--- config.mk ---
export PLATFORM = sky130hd
export DESIGN_NAME = bridge_sensor_conditioner
export DESIGN_NICKNAME = d
export VERILOG_FILES = /design/src/rtl/bridge_pkg.sv /design/src/rtl/sensor_debounce.sv /design/src/rtl/bridge_sensor_conditioner.sv
export SDC_FILE = /design/constraint.sdc
export NUM_CORES = 1
export LEC_CHECK = 0
export ABC_AREA = 1
export CORE_MARGIN = 2
export CORE_UTILIZATION = 40
export CTS_BUF_LIST = sky130_fd_sc_hd__clkbuf_8
export DETAILED_ROUTE_END_ITERATION = 10
export SYNTH_ARGS = -nofsm -noshare
export SYNTH_HDL_FRONTEND = slang
export SYNTH_HIERARCHICAL = 1
export SYNTH_SLANG_ARGS = --single-unit
--- constraint.sdc ---
create_clock -name Clock -period 2.2 [get_ports Clock]
set_clock_uncertainty 0.05 [all_clocks]
set_input_delay 0.22 -clock Clock [delete_from_list [all_inputs] [get_ports Clock]]
set_output_delay 0.22 -clock Clock [all_outputs]
set_load 0.02 [all_outputs]
--- src/rtl/bridge_pkg.sv ---
// rtl/bridge_pkg.sv - shared constants and types for the drawbridge sensor path
package bridge_pkg;

    // Default debounce window and chatter threshold (samples / aborted attempts).
    localparam int unsigned DEBOUNCE_DEFAULT   = 4;
    localparam int unsigned GLITCH_MAX_DEFAULT = 8;

    // Sensor channel indices into the packed sensor vectors.
    localparam int unsigned NUM_SENSORS = 6;
    localparam int unsigned S1_IDX = 0;
    localparam int unsigned S2_IDX = 1;
    localparam int unsigned S3_IDX = 2;
    localparam int unsigned S4_IDX = 3;
    localparam int unsigned S5_IDX = 4;
    localparam int unsigned S6_IDX = 5;

    // Warm-up counter must hold 2 + 255.
    localparam int unsigned WARM_W = 9;

    // Bridge lifting-state encoding consumed by the downstream state logic.
    typedef enum logic [1:0] {
        BRIDGE_CLOSED   = 2'd0,
        BRIDGE_LIFTING  = 2'd1,
        BRIDGE_UPRIGHT  = 2'd2,
        BRIDGE_LOWERING = 2'd3
    } bridge_state_e;

    // Increment that sticks at all-ones instead of wrapping.
    function automatic logic [7:0] sat_inc8(input logic [7:0] v);
        return (v == 8'hFF) ? v : v + 8'd1;
    endfunction

endpackage

--- src/rtl/sensor_debounce.sv ---
// rtl/sensor_debounce.sv - one sensor channel: synchroniser, debounce and chatter counter
module sensor_debounce
    import bridge_pkg::*;
#(
    parameter int unsigned DEBOUNCE   = DEBOUNCE_DEFAULT,
    parameter int unsigned GLITCH_MAX = GLITCH_MAX_DEFAULT
) (
    input  logic clk_i,
    input  logic rst_ni,
    input  logic raw_i,
    output logic level_o,
    output logic update_o,
    output logic fault_o
);

    localparam logic [7:0] LAST_CNT  = 8'(DEBOUNCE - 1);
    localparam logic [7:0] GLITCH_TH = 8'(GLITCH_MAX);

    logic       sync1_q;
    logic       y_q;
    logic       level_q, level_d;
    logic [7:0] cnt_q, cnt_d;
    logic [7:0] gcnt_q, gcnt_d;
    logic       update;

    // Two-flop synchroniser for the asynchronous raw level.
    always_ff @(posedge clk_i or negedge rst_ni) begin
        if (!rst_ni) begin
            sync1_q <= 1'b0;
            y_q     <= 1'b0;
        end else begin
            sync1_q <= raw_i;
            y_q     <= sync1_q;
        end
    end

    // Debounce decision: count disagreeing samples, flip on the last one, abort on agreement.
    always_comb begin
        level_d = level_q;
        cnt_d   = cnt_q;
        gcnt_d  = gcnt_q;
        update  = 1'b0;
        if (y_q != level_q) begin
            if (cnt_q == LAST_CNT) begin
                level_d = y_q;
                cnt_d   = 8'd0;
                gcnt_d  = 8'd0;
                update  = 1'b1;
            end else begin
                cnt_d = cnt_q + 8'd1;
            end
        end else if (cnt_q != 8'd0) begin
            cnt_d  = 8'd0;
            gcnt_d = sat_inc8(gcnt_q);
        end
    end

    // Debounce state registers.
    always_ff @(posedge clk_i or negedge rst_ni) begin
        if (!rst_ni) begin
            level_q <= 1'b0;
            cnt_q   <= 8'd0;
            gcnt_q  <= 8'd0;
        end else begin
            level_q <= level_d;
            cnt_q   <= cnt_d;
            gcnt_q  <= gcnt_d;
        end
    end

    // The update strobe and fault bit come from registered state only; the top registers them.
    assign level_o  = level_q;
    assign update_o = update;
    assign fault_o  = (gcnt_q >= GLITCH_TH);

endmodule

--- src/rtl/bridge_sensor_conditioner.sv ---
// rtl/bridge_sensor_conditioner.sv - six-channel bridge sensor debounce with Change/Valid/Fault
module bridge_sensor_conditioner
    import bridge_pkg::*;
#(
    parameter int unsigned DEBOUNCE   = DEBOUNCE_DEFAULT,
    parameter int unsigned GLITCH_MAX = GLITCH_MAX_DEFAULT
) (
    input  logic Clock,
    input  logic Reset,
    input  logic RawS1,
    input  logic RawS2,
    input  logic RawS3,
    input  logic RawS4,
    input  logic RawS5,
    input  logic RawS6,
    output logic S1,
    output logic S2,
    output logic S3,
    output logic S4,
    output logic S5,
    output logic S6,
    output logic Change,
    output logic Valid,
    output logic Fault
);

    localparam logic [WARM_W-1:0] WARM_END = WARM_W'(2 + DEBOUNCE);

    logic [NUM_SENSORS-1:0] raw;
    logic [NUM_SENSORS-1:0] level;
    logic [NUM_SENSORS-1:0] update;
    logic [NUM_SENSORS-1:0] chan_fault;

    logic              change_q;
    logic              valid_q;
    logic              fault_q;
    logic [WARM_W-1:0] warm_q, warm_d;

    assign raw[S1_IDX] = RawS1;
    assign raw[S2_IDX] = RawS2;
    assign raw[S3_IDX] = RawS3;
    assign raw[S4_IDX] = RawS4;
    assign raw[S5_IDX] = RawS5;
    assign raw[S6_IDX] = RawS6;

    for (genvar i = 0; i < NUM_SENSORS; i++) begin : g_chan
        sensor_debounce #(
            .DEBOUNCE   (DEBOUNCE),
            .GLITCH_MAX (GLITCH_MAX)
        ) u_chan (
            .clk_i    (Clock),
            .rst_ni   (Reset),
            .raw_i    (raw[i]),
            .level_o  (level[i]),
            .update_o (update[i]),
            .fault_o  (chan_fault[i])
        );
    end

    // Warm-up counter stops once it reaches the end of the first settle window.
    always_comb begin
        warm_d = warm_q;
        if (warm_q != WARM_END) begin
            warm_d = warm_q + 1'b1;
        end
    end

    // Change follows the channel updates in the same cycle; Valid and Fault are sticky.
    always_ff @(posedge Clock or negedge Reset) begin
        if (!Reset) begin
            warm_q   <= '0;
            change_q <= 1'b0;
            valid_q  <= 1'b0;
            fault_q  <= 1'b0;
        end else begin
            warm_q   <= warm_d;
            change_q <= |update;
            valid_q  <= valid_q | (warm_d == WARM_END);
            fault_q  <= fault_q | (|chan_fault);
        end
    end

    assign S1     = level[S1_IDX];
    assign S2     = level[S2_IDX];
    assign S3     = level[S3_IDX];
    assign S4     = level[S4_IDX];
    assign S5     = level[S5_IDX];
    assign S6     = level[S6_IDX];
    assign Change = change_q;
    assign Valid  = valid_q;
    assign Fault  = fault_q;

endmodule

==> metrics.md, run 1 <==
| Metric | Value |
|---|---|
| WL per Instance | `10.8 um` |
| Worst min-delay path category | `in2reg` |
| CTS Buf Count | `17` |
| Critical path's largest stage delay | `0.63 ns` |
| Syn avg cell area | `7.67 um^2` |
| Max Cap Viol | `0` |
| DRT Pass-1 Iters | `4` |
| Gp weighted congestion | `0.803` |
| Initial cell density of the core | `0.406` |
| CP startpoint | `g_chan[2].u_chan/level_o` |
| Peak supply drop | `0.792 mV` |
| Synth warnings | `6` |
| Via density | `4.55` |
| IO Port Bufs | `16` |
| EDFF count, synth | `0` |
| Slowest CP cell | `clkdlybuf4s50_1` |
| H-tree depth | `4` |
| Most numerous cell in the Yosys netlist | `nand2_1` |
| Vias in the first global route | `5218` |
| Total track usage | `0.146` |
| Cell taking the most area after synthesis | `dfrtp_1` |
| CP arrival | `1.51 ns` |
| Async S/R FF share, synth | `1.00` |
| Launching element type of the critical path | `flip-flop` |
| Top cells by area, synth | `dfrtp_1 43%, nand2_1 15%, inv_1 6.6%` |
| Die W | `139 um` |
| Slew HR | `0.710` |
| CTS max path bufs | `2` |
| DRT Wirelength | `13300 um` |
| Nets | `1019` |
| Core area | `17900 um^2` |
| Root Buffer | `clkbuf_8` |
| Clock transition at path regs | `0.08 ns` |
| Worst path bufs/invs | `1` |
| Die height | `139 um` |
| Sequential area share after synthesis | `0.434` |
| Synth unique cells | `26` |
| Top Family by Delay on Critical Path | `buffers and inverters` |
| Synth top area share | `0.434` |
| Worst-Skew Late Latency | `0.45 ns` |
| Share of post-route cells with drive strength above 1 | `0.115` |
| Worst Max-Slew Pin Slew | `0.435 ns` |
| RR Endpoint | `Change` |
| Fmax | `561 MHz` |
| Largest net degree at the start of global routing | `46` |
| Status | `completed` |
| Area grow syn2layout | `11.8%` |
| WP depth | `1` |
| Grt total ovfl | `0` |
| Final setup viols | `0` |
| Power Density | `936 nW/um^2` |
| Syn nets | `981` |
| Main synth FF type | `dfrtp_1` |
| Lkg Pwr | `0.00412 uW` |
| Dpl hpwl | `9610 um` |
| Met2 wire len | `5990 um` |
| Cell Area, Synth | `7270 um^2` |
| Core Rows | `49` |
| Syn Inst Count | `947` |
| Clock sinks | `126` |
| Residual DRC | `0` |
| Top routing layer in use | `met4` |
| WL met3 | `301 um` |
| Setup TNS | `0 ns` |
| Slew Limit Fails | `0` |
| First-pass GRT wire length | `23400 um` |
| RSZ-0062 raised after global routing | `false` |
| Worst r2r src | `g_chan[5].u_chan/cnt_q[0]` |
| Hold_ws | `0.151 ns` |
| # diodes | `0` |
| Synthesis-stage register bit count | `126` |
| FF-to-FF setup slack | `0.67 ns` |
| Fin crit period | `1.78 ns` |
| Synth cell count leaders | `297 x nand2_1, 127 x inv_1, 126 x dfrtp_1, 109 x nor2_1, 73 x nand3_1` |
| Worst path required time | `1.93 ns` |
| Fillcell total | `1803` |
| Top Ports | `17` |
| Reg2reg path depth | `7` |
| CP Capture Type | `primary output` |
| Worst Path Max Fanout | `5` |
| Die Area | `19300 um^2` |
| Antenna-violating nets left | `0` |
| Initial DRC Count | `274` |
| DR vias | `5588` |
| Crit path to | `S3` |
| Crit-path cells | `clkdlybuf4s50_1` |
| Final Hold Viols | `0` |
| DRT met1 WL | `6840 um` |
| Antenna violations before repair | `0` |
| CTS tree | `done` |
| Kind of critical path | `reg2out` |
| Final worst-path cycle share | `0.811` |
## kinds of logic after synthesis
logic type | share of synthesized area
buffers and inverters | 0.0718
adders and majority gates | 0.0448
AOI/OAI and AO/OA | 0.0382
xor gates and xnor gates | 0.0362
muxes | 0.00689
and+or+nand+nor | 0.368
DFF | 0.434
## layout make-up
| type | instances | area [um^2] | area share |
|---|---|---|---|
| Multi-Input combinational cell | 682 | 3590 | 0.442 |
| Sequential cell | 126 | 3150 | 0.388 |
| Inverter | 139 | 522 | 0.0642 |
| Tap cell | 229 | 287 | 0.0353 |
| Clock buffer | 17 | 234 | 0.0288 |
| Timing Repair Buffer | 19 | 211 | 0.0260 |
| Clock inverter | 15 | 126 | 0.0156 |
## stage by stage
| stage | power, uW | area (um^2) | utilization | instances | setup WS [ns] |
|---|---|---|---|---|---|
| global placement | 5790 | 7750 | 0.433 | 1194 | 0.681 |
| finish | 7600 | 8120 | 0.454 | 1227 | 0.416 |
| global route | 8220 | 8120 | 0.454 | 1227 | 0.324 |
| detailed placement | 5820 | 7750 | 0.433 | 1194 | 0.667 |
| CTS | 7730 | 8120 | 0.454 | 1227 | 0.358 |
| floorplan | 5090 | 7270 | - | 947 | 0.787 |
## sequential cells by signal, indices dropped and copies added (netlist names)
register and count:
g_chan.u_chan/cnt_q 48, g_chan.u_chan/gcnt_q 48, warm_q 9, g_chan.u_chan/level_o 6, g_chan.u_chan/sync1_q 6, g_chan.u_chan/y_q 6
Change 1, Fault 1, Valid 1
## where the power goes
part / switching [uW] / total, uW / leakage, uW / internal, uW
logic: 1700 / 2660 / 0.00229 / 964
clock network: 980 / 1860 / 0.000163 / 879
registers: 413 / 3080 / 0.00168 / 2670
total: 3090 / 7600 / 0.00412 / 4510
## cell usage in the layout, fill, tap and decap left out, types with 2 or more instances in the layout
master and instances:
xnor2_1 17, nand2_4 5, nand2_2 21, clkinvlp_4 8
inv_1 128, nor4_1 2, o21ai_4 5, nand3_2 5
clkinv_2 3, clkbuf_8 17, nand4_1 17, dfrtp_1 126
mux2i_1 5, nand3_4 5, o31ai_1 5, o22ai_1 5
clkdlybuf4s50_1 15, nor2_8 3, buf_12 2, o21ai_0 14
nor3_1 19, nor2_4 6, a21oi_1 10, ha_1 26
nor2_1 109, clkinv_4 2, nor2_2 19, xor2_1 13
inv_2 12, nand2_1 297, nand3_1 73
## worst min path at each step
stage                           endpoint  cells past startpoint  start
2_1_floorplan                     Change                      0  Reset
6_report        g_chan[2].u_chan/sync1_q                      1  RawS3
5_1_grt         g_chan[2].u_chan/sync1_q                      1  RawS3
4_1_cts         g_chan[2].u_chan/sync1_q                      1  RawS3
3_3_place_gp   g_chan[1].u_chan/cnt_q[2]                      1  Reset
3_5_place_dp   g_chan[1].u_chan/cnt_q[0]                      1  Reset
## metal layers
layer	vias to the layer above	GRT usage
met4	0	0.0441
met3	11	0.0397
met2	38	0.234
met1	2521	0.195
met5	-	0
li1	3018	-
## what timing repair did
item	CTS	global route
hold buffers	1	0
buffers inserted	0	0
gates resized for setup	0	0
endpoints found under the hold margin	43	0
Note: power is estimated with default switching activity, not from simulation.
==> run 2, diff against run 1 <==
==> constraint.sdc (replaced) <==
create_clock -name Clock -period 1.7 [get_ports Clock]
set_clock_uncertainty 0.05 [all_clocks]
set_input_delay 0.17 -clock Clock [delete_from_list [all_inputs] [get_ports Clock]]
set_output_delay 0.17 -clock Clock [all_outputs]
set_load 0.02 [all_outputs]
==> metrics.md, run 2 (same netlist as run 1, synthesis figures left out) <==
| Metric | Value |
|---|---|
| Clock transition at path regs | `0.08 ns (about the same)` |
| Die W | `139 um (unchanged)` |
| Worst r2r src | `g_chan[5].u_chan/cnt_q[0] (unchanged)` |
| DRT Pass-1 Iters | `4 (unchanged)` |
| Top Family by Delay on Critical Path | `buffers and inverters (unchanged)` |
| Via density | `4.57 (was 4.55)` |
| Power Density | `1270 nW/um^2 (was 936 nW/um^2)` |
| Die height | `139 um (unchanged)` |
| Setup TNS | `0 ns (unchanged)` |
| DR vias | `5617 (was 5588)` |
| FF-to-FF setup slack | `0.19 ns (was 0.67 ns)` |
| Slew HR | `0.736 (was 0.710)` |
| Launching element type of the critical path | `flip-flop (unchanged)` |
| Reg2reg path depth | `7 (unchanged)` |
| CTS Buf Count | `17 (unchanged)` |
| Dpl hpwl | `9560 um (was 9610 um)` |
| Gp weighted congestion | `0.781 (was 0.803)` |
| Core area | `17900 um^2 (unchanged)` |
| Fmax | `616 MHz` |
| Initial cell density of the core | `0.406 (unchanged)` |
| Top Ports | `17 (unchanged)` |
| DRT Wirelength | `13400 um (was 13300 um)` |
| Worst Path Max Fanout | `2 (was 5)` |
| Initial DRC Count | `251 (was 274)` |
| Slew Limit Fails | `0 (unchanged)` |
| CP arrival | `1.40 ns (was 1.51 ns)` |
| Largest net degree at the start of global routing | `42 (was 46)` |
| RSZ-0062 raised after global routing | `false (unchanged)` |
| Clock sinks | `126 (unchanged)` |
| # diodes | `0 (unchanged)` |
| Worst path bufs/invs | `1 (unchanged)` |
| WL per Instance | `10.9 um (was 10.8 um)` |
| Max Cap Viol | `0 (unchanged)` |
| IO Port Bufs | `16 (unchanged)` |
| Fin crit period | `1.62 ns` |
| Inst Count DP | `1197 (was 1194)` |
| Final setup viols | `0 (unchanged)` |
| CTS max path bufs | `2 (unchanged)` |
| Root Buffer | `clkbuf_8 (unchanged)` |
| Grt total ovfl | `0 (unchanged)` |
| Most frequent cells in the layout | `297 x nand2_1, 128 x inv_1, 126 x dfrtp_1 (unchanged)` |
| Worst-Skew Late Latency | `0.45 ns (about the same)` |
| Residual DRC | `0 (unchanged)` |
| Final Hold Viols | `0 (unchanged)` |
| Share of post-route cells with drive strength above 1 | `0.118 (was 0.115)` |
| Most common cell after layout, fill and taps aside | `nand2_1 (unchanged)` |
| Hold_ws | `0.0677 ns (was 0.151 ns)` |
| Die Area | `19300 um^2 (unchanged)` |
| Total track usage | `0.151 (was 0.146)` |
| CP Capture Type | `primary output (unchanged)` |
| Antenna-violating nets left | `0 (unchanged)` |
| Core Rows | `49 (unchanged)` |
| Area post-placement | `7780 um^2 (was 7750 um^2)` |
| Status | `completed (unchanged)` |
| Worst path required time | `1.48 ns (was 1.93 ns)` |
| Nets | `1022 (was 1019)` |
| Post-route cell area | `8250 um^2 (was 8120 um^2)` |
| Worst min-delay path category | `in2async (was in2reg)` |
| Kind of critical path | `reg2out (unchanged)` |
| Slowest CP cell | `clkdlybuf4s50_1 (unchanged)` |
| Vias in the first global route | `5260 (was 5218)` |
| Top Registers | `g_chan.u_chan/cnt_q: 48 flops, g_chan.u_chan/gcnt_q: 48 flops, warm_q: 9 flops (unchanged)` |
| RR Endpoint | `Change (unchanged)` |
| Antenna violations before repair | `0 (unchanged)` |
| Worst Max-Slew Pin Slew | `0.395 ns (was 0.435 ns)` |
| Crit-path cells | `clkdlybuf4s50_1 (unchanged)` |
| Lkg Pwr | `0.00423 uW (was 0.00412 uW)` |
| Area grow syn2layout | `13.6% (was 11.8%)` |
| Final core occ | `0.461 (was 0.454)` |
| First-pass GRT wire length | `24000 um (was 23400 um)` |
| Final Non-Filler Cells | `1229 (was 1227)` |
| Critical path's largest stage delay | `0.60 ns (was 0.63 ns)` |
| Post-CTS setup buffers | `0 (unchanged)` |
| Peak supply drop | `0.666 mV (was 0.792 mV)` |
| H-tree depth | `4 (unchanged)` |
| Final worst-path cycle share | `0.955` |
| CTS tree | `done (unchanged)` |
[run 2: worst max path at each step]
stage | cells after the start | start | end
floorplan | 7 | g_chan[2].u_chan/cnt_q[0] | Change
global placement | 7 | g_chan[2].u_chan/cnt_q[0] | Change
detailed placement | 7 | g_chan[2].u_chan/cnt_q[0] | Change
CTS | 1 | Valid | Valid
global route | 1 | Valid | Valid
finish | 1 | Valid | Valid
[run 2: routing by layer]
metal,part of all wire,GRT usage,vias to the layer above
met5,0,0,-
met4,0.010,0.0399,0
met3,0.032,0.0487,13
met2,0.46,0.240,39
met1,0.50,0.199,2537
li1,-,-,3028
[run 2: timing repair]
item,in CTS,in global routing
pin swaps,0,0
hold endpoints to repair,126,0
hold buffers,1,0
setup endpoints to repair,7,1
gates resized for setup,7,1
[run 2: power breakdown]
part | switching, uW | internal (uW)
Clock | 1200 | 1910
Combinational | 2210 | 1220
Sequential | 520 | 3460
[run 2: cell type report]
| class | instances | area, um^2 |
|---|---|---|
| fill | 1766 | 9650 |
| multi-input combinational | 682 | 3600 |
| sequential | 126 | 3150 |
| inverter | 139 | 522 |
| tap | 229 | 287 |
| clock buffer | 18 | 248 |
| timing repair buffer | 22 | 225 |
| clock inverter | 13 | 220 |
[run 2: worst reg2reg max path: cells and delay by family, from the launching register on]
kind | cells | cell delay [ns]
and+or+nand+nor | 4 | 0.53
DFF | 1 | 0.43
adders and majority gates | 1 | 0.26
buffers and inverters | 2 | 0.14
[run 2: stage by stage]
| step | worst slack [ns] | power (uW) |
|---|---|---|
| after floorplan | 0.287 | 6580 |
| after global placement | 0.204 | 7520 |
| after detailed placement | 0.194 | 7540 |
| after CTS | 0.0308 | 10700 |
| after global routing | 0.00185 | 11400 |
| final | 0.0757 | 10500 |
==> run 3, diff against run 2 <==
--- a/config.mk
+++ b/config.mk
@@ -6,10 +6,10 @@
 export NUM_CORES = 1
 export LEC_CHECK = 0
 export ABC_AREA = 1
-export CORE_MARGIN = 2
 export CORE_UTILIZATION = 40
 export CTS_BUF_LIST = sky130_fd_sc_hd__clkbuf_8
 export DETAILED_ROUTE_END_ITERATION = 10
+export PLACE_DENSITY = 0.57
 export SYNTH_ARGS = -nofsm -noshare
 export SYNTH_HDL_FRONTEND = slang
 export SYNTH_HIERARCHICAL = 1
==> metrics.md, run 3 (same netlist as run 1, synthesis figures left out) <==
| Metric | Value |
|---|---|
| Hold Path Stages | `1` |
| Gp weighted congestion | `0.799 (was 0.781)` |
| Fmax | `618 MHz (was 616 MHz)` |
| Setup TNS | `0 ns (unchanged)` |
| Worst path required time | `1.48 ns (about the same)` |
| Fin crit period | `1.62 ns (about the same)` |
| Worst path bufs/invs | `1 (unchanged)` |
| CTS Buf Count | `17 (unchanged)` |
| Clock transition at path regs | `0.07 ns (was 0.08 ns)` |
| Final setup viols | `0 (unchanged)` |
| Global route hottest layer | `met2 (unchanged)` |
| Most common cell after layout, fill and taps aside | `nand2_1 (unchanged)` |
| Worst min-delay path category | `in2reg (was in2async)` |
| Final core occ | `0.464 (was 0.461)` |
| Final Hold Viols | `0 (unchanged)` |
| Top Registers | `g_chan.u_chan/cnt_q: 48 flops, g_chan.u_chan/gcnt_q: 48 flops, warm_q: 9 flops (unchanged)` |
| CTS max path bufs | `2 (unchanged)` |
| Slew HR | `0.783 (was 0.736)` |
| Most frequent cells in the layout | `297 x nand2_1, 129 x inv_1, 126 x dfrtp_1 (was 297 x nand2_1, 128 x inv_1, 126 x dfrtp_1)` |
| Residual DRC | `0 (unchanged)` |
| CTS tree | `done (unchanged)` |
| Grt met2 use | `0.254 (was 0.240)` |
| Antenna-violating nets left | `0 (unchanged)` |
| Via density | `4.57 (about the same)` |
| Slowest CP cell | `clkdlybuf4s50_1 (unchanged)` |
| Vias in the first global route | `5184 (was 5260)` |
| WL per Instance | `10.9 um (about the same)` |
| Status | `completed (unchanged)` |
| Power Density | `1210 nW/um^2 (was 1270 nW/um^2)` |
| Grt met3 use | `0.0422 (was 0.0487)` |
| CP arrival | `1.40 ns (about the same)` |
| Critical path's largest stage delay | `0.61 ns (was 0.60 ns)` |
| First-pass GRT wire length | `23700 um (was 24000 um)` |
| Lkg Pwr | `0.00420 uW (was 0.00423 uW)` |
| Worst Max-Slew Pin Slew | `0.325 ns (was 0.395 ns)` |
| Core area | `17500 um^2 (was 17900 um^2)` |
| Nets | `1022 (unchanged)` |
| H-tree depth | `4 (unchanged)` |
| Final worst setup slack | `0.0825 ns (was 0.0757 ns)` |
| Largest net degree at the start of global routing | `43 (was 42)` |
| Total track usage | `0.161 (was 0.151)` |
| Slew Limit Fails | `0 (unchanged)` |
| Share of post-route cells with drive strength above 1 | `0.116 (was 0.118)` |
| CP Capture Type | `primary output (unchanged)` |
| Max Cap Viol | `0 (unchanged)` |
| Die W | `137 um (was 139 um)` |
| Clock sinks | `126 (unchanged)` |
| Top Family by Delay on Critical Path | `buffers and inverters (unchanged)` |
| DRT Wirelength | `13400 um (about the same)` |
| Post-CTS setup buffers | `0 (unchanged)` |
| WP depth | `1 (unchanged)` |
| IO Port Bufs | `16 (unchanged)` |
| Initial DRC Count | `244 (was 251)` |
| Grt total ovfl | `0 (unchanged)` |
| Reg2reg path depth | `7 (unchanged)` |
| Die Area | `18700 um^2 (was 19300 um^2)` |
| # diodes | `0 (unchanged)` |
| Peak supply drop | `0.559 mV (was 0.666 mV)` |
| Final worst-path cycle share | `0.951 (was 0.955)` |
| Dpl hpwl | `9610 um (was 9560 um)` |
| Antenna violations before repair | `0 (unchanged)` |
| Worst-Skew Late Latency | `0.43 ns (was 0.45 ns)` |
| RSZ-0062 raised after global routing | `false (unchanged)` |
| Initial cell density of the core | `0.414 (was 0.406)` |
| Area grow syn2layout | `12.1% (was 13.6%)` |
| Root Buffer | `clkbuf_8 (unchanged)` |
| Top Ports | `17 (unchanged)` |
| DRT Pass-1 Iters | `7 (was 4)` |
| Launching element type of the critical path | `flip-flop (unchanged)` |
| DR vias | `5600 (was 5617)` |
| GR Layer Usage met1 | `0.216 (was 0.199)` |
| Crit-path cells | `clkdlybuf4s50_1 (unchanged)` |
| Pre-CTS setup slack | `0.185 ns (was 0.194 ns)` |
| Worst Path Max Fanout | `1 (was 2)` |
| Core Rows | `48 (was 49)` |
| Die height | `137 um (was 139 um)` |
| Kind of critical path | `reg2out (unchanged)` |
[run 3: cell count changes in the layout (fill, tap and decap cells not counted)]
cell	delta
clkinv_4	-1
dlymetal6s2s_1	+1
nor4_1	+1
clkbuf_8	+4
clkinv_2	+2
bufinv_16	-5
nor4_2	-1
inv_1	+1
clkdlybuf4s50_1	-1
clkinvlp_4	-1
[run 3: metal layers]
metal / part of all wire / up-vias
li1: - / 3024
met1: 0.52 / 2534
met2: 0.45 / 35
met3: 0.025 / 7
met4: 0.0087 / 0
met5: 0 / -
[run 3: area by class of cell]
class,count,area [um^2]
multi-input combinational,682,3590
clock inverter,9,67.6
tap,225,282
timing repair buffer,22,228
inverter,139,522
fill,1776,9390
sequential,126,3150
clock buffer,22,303
[run 3: path summary, 6_finish.rpt]
check	slack, ns	from	endpoint
min in group asynchronous	0.14	Reset	g_chan[1].u_chan/cnt_q[4]
min	0.11	RawS3	g_chan[2].u_chan/sync1_q
max reg2reg	0.16	g_chan[5].u_chan/cnt_q[0]	Change
max in group asynchronous	0.86	Reset	g_chan[4].u_chan/gcnt_q[3]
min reg2reg	0.30	g_chan[3].u_chan/sync1_q	g_chan[3].u_chan/y_q
max	0.08	Change	Change
[run 3: what timing repair did]
item | CTS | global route
hold buffers | 1 | 0
resized for setup | 7 | 1
endpoints found under the hold margin | 126 | 0
endpoints found under the setup margin | 7 | 1
[run 3: stage by stage]
step / area (um^2) / std cells / hold slack (ns) / power, uW
3_3_place_gp: 7770 / 1193 / 0.0325 / 7540
4_1_cts: 8140 / 1225 / 0.0684 / 10100
2_1_floorplan: 7270 / 947 / -0.176 / 6580
6_report: 8150 / 1225 / 0.113 / 9860
5_1_grt: 8150 / 1225 / 0.0793 / 10700
3_5_place_dp: 7770 / 1193 / 0.0337 / 7570
[run 3: power by group]
part | internal [uW] | switching, uW
clock network | 1320 | 1150
registers | 3460 | 537
logic | 1210 | 2190
total | 5990 | 3870
